--- src/rtl/uart_tx_io.sv ---
// Memory-mapped 8N1 UART transmitter: TXDATA/STATUS registers, byte FIFO, flopped serializer.
// Reads are combinational; first START bit 2 edges after the write; a write to a full FIFO is dropped and flags overflow.
module uart_tx_fifo #(
  parameter int W     = 8,
  parameter int DEPTH = 4,
  parameter int CNT_W = $clog2(DEPTH) + 1
) (
  input  logic             clk_i,
  input  logic             rst_i,
  input  logic             push_vld_i,
  input  logic [W-1:0]     push_dat_i,
  input  logic             pop_rdy_i,
  output logic [W-1:0]     head_dat_o,
  output logic [CNT_W-1:0] count_o,
  output logic             full_o,
  output logic             empty_o
);
  localparam int PW = $clog2(DEPTH);

  logic [W-1:0]     mem_q [DEPTH];
  logic [PW-1:0]    wr_ptr_q, rd_ptr_q;
  logic [CNT_W-1:0] count_q;
  logic             do_push, do_pop;

  assign full_o     = (count_q == CNT_W'(DEPTH));
  assign empty_o    = (count_q == '0);
  assign do_push    = push_vld_i && !full_o;
  assign do_pop     = pop_rdy_i && !empty_o;
  assign head_dat_o = mem_q[rd_ptr_q];
  assign count_o    = count_q;

  // Power-of-two depth lets the pointers wrap naturally.
  always_ff @(posedge clk_i or posedge rst_i) begin
    if (rst_i) begin
      wr_ptr_q <= '0;
      rd_ptr_q <= '0;
      count_q  <= '0;
    end else begin
      if (do_push) wr_ptr_q <= wr_ptr_q + PW'(1);
      if (do_pop)  rd_ptr_q <= rd_ptr_q + PW'(1);
      case ({do_push, do_pop})
        2'b10:   count_q <= count_q + CNT_W'(1);
        2'b01:   count_q <= count_q - CNT_W'(1);
        default: count_q <= count_q;
      endcase
    end
  end

  always_ff @(posedge clk_i) begin
    if (do_push) mem_q[wr_ptr_q] <= push_dat_i;
  end
endmodule

module uart_tx_io #(
  parameter int                ADDR_W       = 32,
  parameter logic [ADDR_W-1:0] BASE_ADDR    = 'h100,
  parameter int                CLKS_PER_BIT = 4,
  parameter int                FIFO_DEPTH   = 4
) (
  input  logic              clk,
  input  logic              rst,
  input  logic [ADDR_W-1:0] dataAddr,
  input  logic [31:0]       dataOut,
  input  logic              dataWrEnable,
  output logic [31:0]       ioRdData,
  output logic              ioHit,
  output logic              txd
);
  localparam logic [ADDR_W-1:0] STAT_ADDR = BASE_ADDR + ADDR_W'(4);
  localparam int                CW        = (CLKS_PER_BIT > 1) ? $clog2(CLKS_PER_BIT) : 1;
  localparam int                CNT_W     = $clog2(FIFO_DEPTH) + 1;
  localparam logic [CW-1:0]     LAST_TICK = CW'(CLKS_PER_BIT - 1);

  typedef enum logic [1:0] {IDLE, START, DATA, STOP} state_t;

  state_t           state_q, state_d;
  logic [CW-1:0]    tick_q, tick_d;
  logic [2:0]       idx_q, idx_d;
  logic [7:0]       shift_q, shift_d;
  logic             txd_q, txd_d;
  logic             ovf_q, ovf_d;
  logic             hit_tx, hit_st, wr_tx, wr_st;
  logic             pop, full, empty;
  logic [7:0]       head;
  logic [CNT_W-1:0] count;
  logic             unused_hi;

  assign hit_tx    = (dataAddr == BASE_ADDR);
  assign hit_st    = (dataAddr == STAT_ADDR);
  assign ioHit     = hit_tx || hit_st;
  assign wr_tx     = dataWrEnable && hit_tx;
  assign wr_st     = dataWrEnable && hit_st;
  assign txd       = txd_q;
  assign unused_hi = ^{dataOut[31:8], dataOut[7:4], dataOut[2:0]};

  uart_tx_fifo #(
    .W     (8),
    .DEPTH (FIFO_DEPTH),
    .CNT_W (CNT_W)
  ) u_fifo (
    .clk_i      (clk),
    .rst_i      (rst),
    .push_vld_i (wr_tx),
    .push_dat_i (dataOut[7:0]),
    .pop_rdy_i  (pop),
    .head_dat_o (head),
    .count_o    (count),
    .full_o     (full),
    .empty_o    (empty)
  );

  always_comb begin
    ioRdData = '0;
    if (hit_st) ioRdData = {23'b0, 5'(count), ovf_q, empty, full, state_q != IDLE};
  end

  // A new overflow event outranks a clear landing in the same cycle.
  always_comb begin
    ovf_d = ovf_q;
    if (wr_st && dataOut[3]) ovf_d = 1'b0;
    if (wr_tx && full)       ovf_d = 1'b1;
  end

  always_comb begin
    state_d = state_q;
    tick_d  = tick_q;
    idx_d   = idx_q;
    shift_d = shift_q;
    pop     = 1'b0;
    case (state_q)
      IDLE: begin
        if (!empty) begin
          pop     = 1'b1;
          shift_d = head;
          tick_d  = '0;
          idx_d   = '0;
          state_d = START;
        end
      end
      START: begin
        if (tick_q == LAST_TICK) begin
          tick_d  = '0;
          idx_d   = '0;
          state_d = DATA;
        end else begin
          tick_d = tick_q + CW'(1);
        end
      end
      DATA: begin
        if (tick_q == LAST_TICK) begin
          tick_d  = '0;
          shift_d = {1'b0, shift_q[7:1]};
          if (idx_q == 3'd7) state_d = STOP;
          else               idx_d   = idx_q + 3'd1;
        end else begin
          tick_d = tick_q + CW'(1);
        end
      end
      STOP: begin
        if (tick_q == LAST_TICK) begin
          tick_d = '0;
          idx_d  = '0;
          if (!empty) begin
            pop     = 1'b1;
            shift_d = head;
            state_d = START;
          end else begin
            state_d = IDLE;
          end
        end else begin
          tick_d = tick_q + CW'(1);
        end
      end
      default: state_d = IDLE;
    endcase

    // Line level is decoded from next state so txd comes straight off a flop.
    txd_d = 1'b1;
    case (state_d)
      START:   txd_d = 1'b0;
      DATA:    txd_d = shift_d[0];
      default: txd_d = 1'b1;
    endcase
  end

  always_ff @(posedge clk or posedge rst) begin
    if (rst) begin
      state_q <= IDLE;
      tick_q  <= '0;
      idx_q   <= '0;
      shift_q <= '0;
      txd_q   <= 1'b1;
      ovf_q   <= 1'b0;
    end else begin
      state_q <= state_d;
      tick_q  <= tick_d;
      idx_q   <= idx_d;
      shift_q <= shift_d;
      txd_q   <= txd_d;
      ovf_q   <= ovf_d;
    end
  end
endmodule

--- config.mk ---
export PLATFORM = sky130hd
export DESIGN_NAME = uart_tx_io
export DESIGN_NICKNAME = d
export VERILOG_FILES = /design/src/rtl/uart_tx_io.sv
export SDC_FILE = /design/constraint.sdc
export NUM_CORES = 1
export LEC_CHECK = 0
export CORE_MARGIN = 2
export CORE_UTILIZATION = 41
export CTS_CLUSTER_DIAMETER = 100
export DETAILED_ROUTE_END_ITERATION = 10
export PLACE_DENSITY = 0.77
export SLEW_MARGIN = 20
export SYNTH_ARGS = -nofsm -noshare
export SYNTH_HDL_FRONTEND = slang
export SYNTH_SLANG_ARGS = --single-unit
--- constraint.sdc ---
create_clock -name clk -period 2.16 [get_ports clk]
set_input_delay 0.324 -clock clk [delete_from_list [all_inputs] [get_ports clk]]
set_output_delay 0.324 -clock clk [all_outputs]
set_load 0.03 [all_outputs]
* Word level (Yosys, flattened, before mapping)
Memories as Yosys holds them, arrays and structs flattened. Cells that the tools add are included.
Cells by class: add/subtract/negate cells 6, eq/ne operators 17, muxes and demuxes 29, reductions and logical operators 19
Operator list (count):
- $eq A32 B9 Y1 const B | 2
- $mux W8 | 3
- $pmux W8 S3 | 1
- $mux W2 | 7
- $mux W3 | 4
- $eq A2 B2 Y1 const B | 5
- $pmux W3 S3 | 1
- $ne A2 B2 Y1 const B | 4
- $pmux W2 S4 | 1
- $mux W1 | 7
- $mux W7 | 1
- $add A2 B1 Y2 const B | 3
- $add A3 B1 Y3 const B | 2
- $eq A2 B1 Y1 const B | 3
- $eq A3 B3 Y1 const B | 2
- $logic_and A1 B1 Y1 | 6
- $pmux W3 S2 | 1
- $reduce_bool A2 Y1 | 3
- $pmux W1 S2 | 2
- $pmux W2 S2 | 1
- $reduce_and A4 Y1 | 1
- $logic_not A3 Y1 | 1
- $reduce_and A3 Y1 | 1
- $reduce_bool A3 Y1 | 1
- other kinds (7) | 8
Storage, ports and cells: flip-flop bits (word level) 24, memory bits (writable) 32, memories kept 1
Memories:
- u_fifo.mem_q | depth 4, width 8, read ports 1, clocked after memory_dff 0, wr ports 1, line 20 | logic [W-1:0] mem_q [DEPTH];

* Logic depth before layout (Yosys ltp)
depth in word-level cells 7, mapped depth 11

* Hierarchy
From an unflattened synthesis, not the netlist that was laid out.
Unflattened totals: cell total of the unflattened synthesis 239, area total of the unflattened synthesis 3034.2 um^2
By module, submodules not included:
- uart_tx_fifo | instances 1, cells an instance 80, area an instance 1596.5 um^2
- uart_tx_io | instances 1, cells an instance 159, area an instance 1437.6 um^2

* Least setup slack after synthesis
OpenSTA, ideal clock, no wires.
path type in2out, from input dataAddr[11], to output ioRdData[0], arrival time 2.050 ns, slack -0.214 ns, cell stages on the path 5, cell sequence nor4b_1 > nand4_1 > nor3_2 > nand2_1 > nor2_1
Between the ends: word-level cells in the longest chain between the ends 2
Ends and longest elaborated chain:
- start: declaration | line 62 | input logic [ADDR_W-1:0] dataAddr,
- $eq A32 B9 Y1 | line 89 | assign hit_st = (dataAddr == STAT_ADDR);
- $mux W7 | line 114 | if (hit_st) ioRdData = {23'b0, 5'(count), ovf_q, empty, full, state_q != IDLE};
- end: declaration | line 65 | output logic [31:0] ioRdData,
No other way between the ends.

* Worst setup path after layout
from input dataAddr[28], to register u_fifo.count_q[2] (netlist: u_fifo.count_o[2])
Between the ends: word-level cells in the longest chain between the ends 5, elaborated cells on any way between the ends 7, classes of those cells 3 x eq/ne; 1 x mux; 3 x reduce/logical
Ends and longest elaborated chain:
- $eq A32 B9 Y1 * | line 88 | assign hit_tx = (dataAddr == BASE_ADDR);
- $logic_and A1 B1 Y1 * | line 91 | assign wr_tx = dataWrEnable && hit_tx;
- $logic_and A1 B1 Y1 * | line 27 | assign do_push = push_vld_i && !full_o;
- $eq A2 B1 Y1 / $eq A2 B2 Y1 (equally long branches) | line 41 | case ({do_push, do_pop})
- $pmux W3 S2 / $reduce_bool A2 Y1 (equally long branches)
- end signal: assignment | line 42 | 2'b10: count_q <= count_q + CNT_W'(1);
- end signal: assignment | line 43 | 2'b01: count_q <= count_q - CNT_W'(1);
- end signal: assignment | line 44 | default: count_q <= count_q;
- end: declaration | line 22 | logic [CNT_W-1:0] count_q;
Mark *: on every way between the ends. The rest lies on a longest branch, timed or not. A chain may end at the register's enable or synchronous reset.

==> results by group <==
Global routing
  • Vias in the first global route: 2,088
  • First-pass GRT wire length: 9308 um
  • Antenna violations before repair: 0
  • GRT Total Usage: 15.40%
  • Grt total ovfl: 0
  • Largest net degree at the start of global routing: 25

Worst setup path
  • Crit-path most repeated cell: buf_4
  • WP data required: 2.39 ns
  • Slowest Stage Delay on Critical Path: 0.26 ns
  • Slowest stage cell, crit path: nor4b_4
  • CP Cell Sequence: dlygate4sd2_1, nor4_2, nand3_1, buf_4, nor4b_4, inv_1, ha_2, buf_4, buf_4, xor2_1, nor2_1, xor2_1
  • Data arrival, critical path: 2.30 ns
  • R2R depth: 11
  • Startpoint Class: input pin
  • Critical Path End Type: flip-flop
  • Worst-path fanout max: 2
  • Kind of critical path: in -> reg

Routing
  • Routed len/inst: 13.67 um
  • Post-Route WL: 5740 um
  • Via count: 2,120
  • Via density per instance: 5.048
  • Residual DRC: 0
  • Routed Antenna Nets: 0
  • Drt initial violations: 84
  • Initial DRT Pass Iterations: 4

Outcome
  • Status: finished, final reports clean

Synthesis
  • Dominant synthesized flop cell: edfxtp_1
  • Post-synth EDFFs: 32
  • Synth async-reset ratio: 42.86%
  • Post-synth top area share: 33.26%
  • Synth warn: 0
  • Top post-synthesis cells by count: edfxtp_1, buf_4, dfrtp_1, nand2_1
  • Largest area contributor in the synthesized netlist: edfxtp_1
  • Most numerous cell in the Yosys netlist: edfxtp_1
  • Register area share after synthesis: 54.09%
  • Mapped Avg Cell Area: 12.56 um2
  • Synth area leaders: edfxtp_1, dfrtp_1, buf_4
  • Distinct cells, synth: 45
  • Synth Cell Area: 2889 um2
  • Syn Inst Count: 230
  • Yosys reg bits: 56

Worst hold path
  • Worst Hold Class: in -> async

Clock tree
  • Clock sinks: 56
  • Clock root buffer: clkbuf_8
  • TritonCTS clock tree: built
  • Hold_buf cts: 0
  • Cts bufs inserted: 5
  • Clk slew on worst S/H paths: 0.10 ns
  • Clock tree buffer depth: 2
  • Clk_lat worst skew: 0.31 ns
  • # H-tree levels: 2

Power and ir drop
  • Leak: 1.748 nW
  • Worst VDD drop: 0.4086 mV
  • Total power: 1.862 mW
  • Pwr dens: 474.9 nW/um2

Final layout
  • Utilization after layout: 57.70%
  • Layout Area Growth over Synthesis: 35.69%
  • Diode count: 0
  • Sequential cell area: 1565 um2
  • Post-layout instance area: 3920 um2
  • Final #Nets: 404
  • Layout Cells excl Fill: 420
  • Filler cells: 546
  • Area of the multi-input gates: 1287 um2
  • Share of cells above drive strength 1: 29.63%

Floorplanning
  • Die Ht: 87.94 um
  • Site Rows: 30
  • Initial core utilization: 42.52%
  • Die area: 7733 um2
  • Core area: 6794 um2
  • Die width: 87.94 um
  • I/O pins: 101

Placement
  • Half-perimeter wire length after placement: 4388 um
  • Pre-CTS setup slack: -0.4465 ns
  • Port bufs: 51
  • Placed Cells incl. Taps: 400
  • Area after DPL: 3622 um2
  • Placer Congestion: 0.7498

Timing
  • WHS: 0.3551 ns
  • Fin Setup TNS: 0 ns
  • Final hold violations: 0
  • Setup Skew: 0.01057 ns
  • PnR worst setup slack: 0.08636 ns
  • Fmax: 482.2 MHz
  • Fin. max-slew vios: 0
  • Final period utilization: 96.00%
  • Setup Viol. Count Final: 0
  • Crit path time final: 2.074 ns

Job
  • Max_cap viols: 0
[critical path, delay by kind of cell]
kind                       cells  cell delay (ns)
adders and majority gates      1             0.20
xor gates and xnor gates       2             0.30
buffers and inverters          5             0.72
and+or+nand+nor                4             0.76
[routing by layer]
| layer | global-route usage, % | wire length (um) | up-vias |
|---|---|---|---|
| li1 | - | - | 989 |
| met1 | 17.90 | 2206 | 1032 |
| met2 | 29.27 | 3140 | 93 |
| met3 | 2.828 | 323 | 6 |
| met4 | 3.497 | 70 | 0 |
| met5 | 0 | 0 | - |
[sequential cells by signal, summed over array words and instances, names as in the netlist, 2 cells and up]
register         count
state_q              2
shift_q              8
u_fifo.wr_ptr_q      2
u_fifo.mem_q        32
u_fifo.count_o       3
tick_q               2
idx_q                3
u_fifo.rd_ptr_q      2
[final timing paths]
path / startpoint / to / slack [ns]
min in group clk: dataWrEnable / ovf_q / 0.38
min: rst / ovf_q / 0.36
max: dataAddr[28] / u_fifo.count_o[2] / 0.09
max in group asynchronous: rst / txd / 1.51
min reg2reg: idx_q[1] / idx_q[1] / 0.49
max reg2reg: u_fifo.count_o[0] / u_fifo.count_o[2] / 0.09
[final cells by class]
class                      count  share of cell area (%)
inverter                      12                   1.149
tap                           96                   3.064
clock buffer                   5                   1.756
multi-input combinational    156                   32.84
timing repair buffer          92                   20.71
sequential                    56                   39.93
clock inverter                 3                  0.5426
[cells by family after synthesis]
kind of cell / Yosys count / synth area share, %
multiplexers: 11 / 8.229
AO/OA/AOI/OAI: 31 / 7.492
flip-flops: 56 / 54.09
buffers and inverters: 42 / 9.138
XOR/XNOR: 6 / 1.819
other: 1 / 0.1298
adder cells (fa/ha/maj): 14 / 6.323
AND/OR/NAND/NOR: 69 / 12.78
[timing repair]
| item | 4_1_cts | 5_1_grt |
|---|---|---|
| cloned | 0 | 0 |
| pin swaps | 13 | 21 |
| resized for setup | 41 | 43 |
| setup endpoints to repair | 10 | 9 |
| setup buffers | 3 | 9 |
[where the power goes]
group / switching (mW) / internal (mW)
Sequential: 0.00000530 / 1.13
Combinational: 0.0963 / 0.0619
Clock: 0.342 / 0.231
[cells in the final DEF, fill, tap and decap left out, types with 7 or more instances in the layout]
cell / n
buf_4: 42
edfxtp_1: 32
conb_1: 25
dfrtp_1: 21
nand2_1: 17
o21ai_0: 13
dlygate4sd2_1: 12
clkdlybuf4s50_1: 12
ha_1: 11
inv_1: 10
nor2_1: 10
mux4_1: 7
clkdlybuf4s15_1: 7
No activity file was read; power rests on OpenSTA's default activity.
